==> src/rtl/memguard_dispatcher.sv <==
// Dispatcher that pops one word from the scheduler-selected queue, presents it
// downstream with valid/ready, then pulses update and bumps that queue's served counter.
module memguard_dispatcher #(
    parameter int NUMBER_OF_QUEUES = 4,
    parameter int DATA_WIDTH       = 32,
    parameter int COUNTER_SIZE     = 16
) (
    input  logic                                     clock,
    input  logic                                     reset,
    input  logic                                     sched_valid,
    input  logic [$clog2(NUMBER_OF_QUEUES)-1:0]      sched_selection,
    input  logic [NUMBER_OF_QUEUES*DATA_WIDTH-1:0]   queue_data,
    input  logic [NUMBER_OF_QUEUES-1:0]              empty,
    output logic [NUMBER_OF_QUEUES-1:0]              pop,
    output logic                                     m_valid,
    input  logic                                     m_ready,
    output logic [DATA_WIDTH-1:0]                    m_data,
    output logic [$clog2(NUMBER_OF_QUEUES)-1:0]      m_source,
    output logic                                     update,
    output logic                                     busy,
    output logic [NUMBER_OF_QUEUES*COUNTER_SIZE-1:0] served
);

    localparam logic [1:0] IDLE = 2'd0;
    localparam logic [1:0] SEND = 2'd1;
    localparam logic [1:0] GAP  = 2'd2;

    logic [1:0]              state;
    logic [DATA_WIDTH-1:0]   head      [NUMBER_OF_QUEUES];
    logic [COUNTER_SIZE-1:0] served_q  [NUMBER_OF_QUEUES];
    logic                    sel_in_range;
    logic                    accept;

    for (genvar g = 0; g < NUMBER_OF_QUEUES; g++) begin : g_lane
        assign head[g] = queue_data[g*DATA_WIDTH +: DATA_WIDTH];
        assign served[g*COUNTER_SIZE +: COUNTER_SIZE] = served_q[g];
    end

    // Guards non-power-of-two queue counts against out-of-range selections.
    assign sel_in_range = (int'(sched_selection) < NUMBER_OF_QUEUES);

    // Reset gates the accept so pop is forced low even while rst is held.
    assign accept = reset && (state == IDLE) && sched_valid && sel_in_range
                    && !empty[sched_selection];

    always_comb begin
        pop = '0;
        if (accept) begin
            pop[sched_selection] = 1'b1;
        end
    end

    assign m_valid = (state == SEND);
    assign busy    = (state != IDLE);

    always_ff @(posedge clock or negedge reset) begin
        if (!reset) begin
            state    <= IDLE;
            m_data   <= '0;
            m_source <= '0;
            update   <= 1'b0;
            for (int i = 0; i < NUMBER_OF_QUEUES; i++) begin
                served_q[i] <= '0;
            end
        end else begin
            update <= 1'b0;
            case (state)
                IDLE: begin
                    if (accept) begin
                        m_data   <= head[sched_selection];
                        m_source <= sched_selection;
                        state    <= SEND;
                    end
                end
                SEND: begin
                    if (m_ready) begin
                        state  <= GAP;
                        update <= 1'b1;
                        // Saturate rather than wrap so a stuck-high count stays visible.
                        if (served_q[m_source] != '1) begin
                            served_q[m_source] <= served_q[m_source] + 1'b1;
                        end
                    end
                end
                GAP: begin
                    state <= IDLE;
                end
                default: begin
                    state <= IDLE;
                end
            endcase
        end
    end

endmodule

==> config.mk <==
export PLATFORM = sky130hd
export DESIGN_NAME = memguard_dispatcher
export DESIGN_NICKNAME = d
export VERILOG_FILES = /design/src/rtl/memguard_dispatcher.sv
export SDC_FILE = /design/constraint.sdc
export NUM_CORES = 1
export LEC_CHECK = 0
export CORE_MARGIN = 4
export CORE_UTILIZATION = 43
export DETAILED_ROUTE_END_ITERATION = 16
export PLACE_DENSITY = 0.82
export SYNTH_ARGS = -nofsm -noshare
export SYNTH_HDL_FRONTEND = slang
export SYNTH_SLANG_ARGS = --single-unit
==> constraint.sdc <==
create_clock -name clock -period 3.3 [get_ports clock]
set_clock_uncertainty 0.15 [all_clocks]
set_input_delay 0.495 -clock clock [delete_from_list [all_inputs] [get_ports clock]]
set_output_delay 0.495 -clock clock [all_outputs]
set_load 0.03 [all_outputs]
==> flow_summary.yaml, run 1 <==
run_status:
  status: "finished clean"
setup_path:
  cp_cell_sequence: "buf_12 > mux4_2 > ha_1 > nand2_2 > nor3_4 > a21oi_4 > mux2_2"
  critPathTopFamily: "multiplexers"
  critPathKind: "flop to flop"
  cp.required_ns: 3.38
  max_stage_delay_ns: 0.59
  path_max_fanout: 21
  cp-start-kind: "flop"
  cp.arrival_ns: 2.95
  cp-end-kind: "flop"
  rrSetupSlack_ns: 0.44
  rr_startpoint: "m_source[0]"
  path_buf_inv: 1
  crit_slowest_cell: "a21oi_4"
  crit_start: "m_source[0]"
cts:
  cts_resized: 0
  htree_levels: 3
  cts_sinks: 101
  cts_setup_buffers: 0
  cts_tree: "done"
  hold_buffers: 0
  cts-buffers-inserted: 9
  clk_pin_slew_ns: 0.08
  clock-root-buffer: "clkbuf_16"
  insertion_delay_ns: 0.34
  clockBufferDepth: 2
global_route:
  grt.met2_usage: 0.396
  grt_max_degree: 66
  busiest_layer: "met2"
  grt_pass1_vias: 4590
  grt_pass1_wl_mm: 25.3
  grt-ovfl-total: 0
  antenna_found_initial: 2
  grt_use_total: 0.226
  grt_use_met3: 0.0914
  grtUsageMet1: 0.257
timing:
  finalSetupTns_ns: 0
  fin_crit_ns: 2.86
  rsz0062_at_grt: "false"
  worst_pin_slew_ns: 0.823
  maxSlewViolCount: 0
  setup_viol: 0
  post-route-period-util: 0.868
  setup_slack_ns: 0.436
  max_freq_mhz: 349
  hold_viol: 0
  relSlewSlack: 0.452
routing:
  wl_mm: 16.3
  wl_per_cell_um: 21.5
  vias: 4027
  firstDrtPassIters: 4
  via_per_inst: 5.28
  antenna_left: 0
  drc_errors: 0
  drt_iter0_markers: 196
logic_synthesis:
  synth_cell_types: 41
  avgSynthCellArea_sq_um: 16.2
  synthesis.area_sq_um: 5520
  synth_top_cell_area_share: 0.458
  synth_common_cells: "101 x dfrtp_1, 58 x mux2_2, 39 x mux4_2"
  synth_seq_cells: 101
  ys.flop_type: "dfrtp_1"
  yosysSeqAreaShare: 0.458
  synth_area_leaders: "dfrtp_1 46%, mux4_2 16%, mux2_2 12%"
  syn_nets: 480
  synth_edf_count: 0
  synth-async-reset-ratio: 1.00
  synthCells: 341
  ys_warn_count: 0
  synth_largest_area_cell: "dfrtp_1"
  synthMostInstantiatedCell: "dfrtp_1"
worst_hold_path:
  holdCritPathClass: "input port to async pin"
final_layout:
  fillers: 938
  fin_util: 0.668
  drive_gt1_frac: 0.284
  nets: 722
  area_delta_synth_final_pct: 52.1
place:
  io_buffers: 242
  preCtsSetupSlack_ns: 0.426
  gp_congestion: 0.828
  hpwl_mm: 12.8
die:
  dieWidth_um: 121
  die_h_um: 121
  io_pins: 243
  core-area_sq_um: 12600
  start_util: 0.439
  fp-row-count: 41
  die_area_sq_um: 14700
pwr:
  vdd_ir_drop_max_mv: 0.344
  p_leak_nw: 3.58
  powerDensity_nw_per_um2: 546
flow_run:
  cap_violations: 0
through the flow:
stage	hold WS [ns]	total power (W)	instance area, sq um	instances
2_1_floorplan	0.0494	0.00267	5520	341
3_3_place_gp	0.340	0.00346	8070	744
3_5_place_dp	0.348	0.00349	8070	744
4_1_cts	0.0978	0.00462	8390	760
5_1_grt	0.108	0.00478	8390	762
6_report	0.0750	0.00458	8390	762
power by group:
part	internal [W]	leakage [nW]	switching [W]	total (W)
combinational	0.000903	2.10	0.000919	0.00182
clock	0.000623	0.156	0.000497	0.00112
sequential	0.00147	1.32	0.000170	0.00164
kinds of logic after synthesis:
kind of cell	Yosys count	share of synthesized area
DFF	101	0.458
and+or+nand+nor	45	0.0544
xor gates and xnor gates	18	0.0286
buffers and inverters	26	0.0352
muxes	139	0.403
adders and majority gates	1	0.00227
AOI/OAI and AO/OA	11	0.0186
routing by layer:
layer	part of all wire	vias up
li1	-	1795
met1	0.36	2043
met2	0.53	176
met3	0.099	13
met4	0.0097	0
met5	0	-
state kept, by name (all words and copies together), names as in the netlist:
| name | cells |
|---|---|
| state | 2 |
| m_data | 32 |
| m_source | 2 |
| update | 1 |
| served | 64 |
final timing paths:
| kind | cells past startpoint | endpoint |
|---|---|---|
| setup / recovery | 7 | served[38] |
| hold / removal | 2 | served[9] |
| setup reg to reg | 7 | served[38] |
| hold reg to reg | 1 | m_data[13] |
| max in group asynchronous | 3 | m_data[1] |
| min in group clock | 1 | m_data[13] |
worst reg2reg max path: cells and delay by family (launching register included):
| family | cells | cell delay (ns) |
|---|---|---|
| AOI/OAI and AO/OA | 1 | 0.59 |
| adders and majority gates | 1 | 0.27 |
| buffers and inverters | 1 | 0.20 |
| DFF | 1 | 0.39 |
| muxes | 2 | 0.95 |
| and+or+nand+nor | 2 | 0.19 |
placed cells by master, fill, tap and decap left out, types with 2 or more instances in the layout:
cell               n
a21oi_4            3
mux2_1            11
nand2_1           10
and2_1             4
nor3_4             2
clkdlybuf4s50_1  235
dfrtp_1          101
nand3b_1           2
a21oi_1            3
xnor2_1            8
inv_1              4
nor4_1             2
mux2_2            58
xor2_1            10
a21o_1             2
and3_1             2
buf_2              2
clkinv_4           3
mux4_2            39
clkbuf_16          9
nor3b_1            3
mux2_4            22
mux4_1             9
diode_2            2
nor2_1             7
nor3_2             2
buf_4             15
nand3_2            2
cell type report:
cell class                      instances  area (sq um)  area share
Timing Repair Buffer                  253          2490       0.297
Clock buffer                           10           239      0.0285
Tap cell                              172           215      0.0256
Antenna cell                            2          5.00    0.000596
Multi-Input combinational cell        214          2810       0.335
Sequential cell                       101          2530       0.301
Inverter                                4          15.0     0.00179
Clock inverter                          6          81.3     0.00969
No activity file was read; power rests on OpenSTA's default activity.
==> run 2, diff against run 1 <==
--- a/config.mk
+++ b/config.mk
@@ -5,9 +5,12 @@
 export SDC_FILE = /design/constraint.sdc
 export NUM_CORES = 1
 export LEC_CHECK = 0
+export CAP_MARGIN = 15
 export CORE_MARGIN = 4
 export CORE_UTILIZATION = 43
+export CTS_BUF_LIST = sky130_fd_sc_hd__clkbuf_16
 export DETAILED_ROUTE_END_ITERATION = 16
+export GPL_TIMING_DRIVEN = 0
 export PLACE_DENSITY = 0.82
 export SYNTH_ARGS = -nofsm -noshare
 export SYNTH_HDL_FRONTEND = slang
==> run 2 against run 1 <==
Net effect:
- sequential cell count unchanged
- critical endpoint is now pop[2]
- combinational power up 4%
- utilization up 2.0 points
- count of clock-buffer cells in the layout down 1
- first-iteration DRC count down 14%
- critical path depth down 2
- via count up 3.8%
- largest cell class unchanged
- register-to-register slack about the same
- clock power about the same
- die area unchanged
- sequential power about the same
==> flow_summary.yaml, run 2 (synthesis results as in run 1) <==
timing:
  maxSlewViolCount: 0
  worst_pin_slew_ns: 0.845
  fin_crit_ns: 3.18
  max_freq_mhz: 314
  relSlewSlack: 0.437
  finalSetupTns_ns: 0
  rsz0062_at_grt: "false"
  setup_viol: 0
  setup_slack_ns: 0.115
  hold_viol: 0
  post-route-period-util: 0.965
global_route:
  grt-ovfl-total: 0
  grt.met2_usage: 0.419
  grt_max_degree: 47
  grt_use_total: 0.235
  grt_use_met3: 0.0872
  busiest_layer: "met2"
  grtUsageMet1: 0.263
  grt_pass1_vias: 4664
  grt_pass1_wl_mm: 26.2
  antenna_found_initial: 0
pwr:
  p_comb_frac: 0.409
  p_leak_nw: 3.70
  netSwitchingFraction: 0.350
  vdd_ir_drop_max_mv: 0.378
  p_switching_w: 0.00162
  p_total_w: 0.00463
  p_seq_frac: 0.352
  powerDensity_nw_per_um2: 536
  p_int_w: 0.00301
  clkPwrFrac: 0.239
final_layout:
  layoutNonFillerInstCount: 778
  largest_reg_flops: 64
  design_area_sq_um: 8640
  area_delta_synth_final_pct: 56.5
  final_common_cell: "clkdlybuf4s50_1"
  n_antenna_cell: 0
  drive_gt1_frac: 0.290
  final_cell_mix: "238 x clkdlybuf4s50_1, 101 x dfrtp_1, 58 x mux2_2"
  nets: 740
cts:
  cts_sinks: 101
  clk_pin_slew_ns: 0.07
  htree_levels: 3
  cts_tree: "done"
  clockBufferDepth: 2
  cts-buffers-inserted: 9
  insertion_delay_ns: 0.35
  clock-root-buffer: "clkbuf_16"
place:
  preCtsSetupSlack_ns: -1.03
  dp.cells: 756
  hpwl_mm: 13.4
  post_dp_cell_area_sq_um: 8180
  gp_congestion: 0.872
  io_buffers: 242
die:
  fp-row-count: 41
  start_util: 0.439
  dieWidth_um: 121
  die_h_um: 121
  die_area_sq_um: 14700
  core-area_sq_um: 12600
  io_pins: 243
run_status:
  status: "finished clean"
routing:
  vias: 4181
  drc_errors: 0
  drt_iter0_markers: 168
  wl_per_cell_um: 22.0
  firstDrtPassIters: 4
  via_per_inst: 5.37
  antenna_left: 0
  wl_mm: 17.1
worst_hold_path:
  holdCritPathClass: "input port to async pin"
setup_path:
  cp.arrival_ns: 2.54
  cp-end-kind: "primary output"
  path_max_fanout: 10
  cp-start-kind: "input port"
  critPathKind: "input port to primary output"
  cp.required_ns: 2.65
flow_run:
  cap_violations: 0
[run 2: worst max-delay path: stages]
cell and delay, ns:
clkdlybuf4s50_1 0.52, buf_2 0.28, clkbuf_2 0.30, nor3b_1 0.22, clkdlybuf4s50_1 0.72
[run 2: metal layers]
layer,part of all wire,routed length (um)
met3,0.11,1830
met4,0.021,358
met5,0,0
met1,0.35,5950
met2,0.53,8990
[run 2: cell type report]
class	count	area (sq um)
Multi-Input combinational cell	214	2800
Sequential cell	101	2530
Tap cell	172	215
Timing Repair Buffer	250	2590
Clock inverter	7	80.1
Clock buffer	9	225
Fill cell	899	3930
Buffer	21	180
Inverter	4	15.0
[run 2: repair_timing]
action / 4_1_cts / 5_1_grt
endpoints found under the hold margin: 46 / 0
pin swaps: 0 / 0
hold buffers: 3 / 0
endpoints found under the setup margin: 4 / 1
cloned: 1 / 0
buffers inserted: 3 / 0
resized for setup: 16 / 1
[run 2: final timing paths]
kind / cells past startpoint / slack (ns) / from / endpoint
hold reg to reg: 1 / 0.36 / served[32] / served[32]
min in group clock: 1 / 0.36 / served[32] / served[32]
setup reg to reg: 8 / 0.43 / m_source[0] / served[43]
max in group asynchronous: 3 / 2.73 / reset / served[22]
hold / removal: 3 / 0.05 / reset / served[49]
setup / recovery: 5 / 0.12 / sched_selection[1] / pop[2]
[run 2: through the flow]
| step | util | hold WS [ns] |
|---|---|---|
| floorplan | - | 0.0494 |
| global placement | 0.649 | 0.333 |
| detailed placement | 0.651 | 0.346 |
| CTS | 0.687 | 0.0488 |
| global route | 0.687 | 0.0624 |
| finish | 0.687 | 0.0486 |
[run 2: power by group through the flow]
stage	clock (W)	sequential [W]	combinational, W
floorplan	0	0.00208	0.000584
global placement	0	0.00164	0.00184
detailed placement	0	0.00165	0.00188
CTS	0.00112	0.00163	0.00191
global route	0.00117	0.00166	0.00198
finish	0.00111	0.00163	0.00189
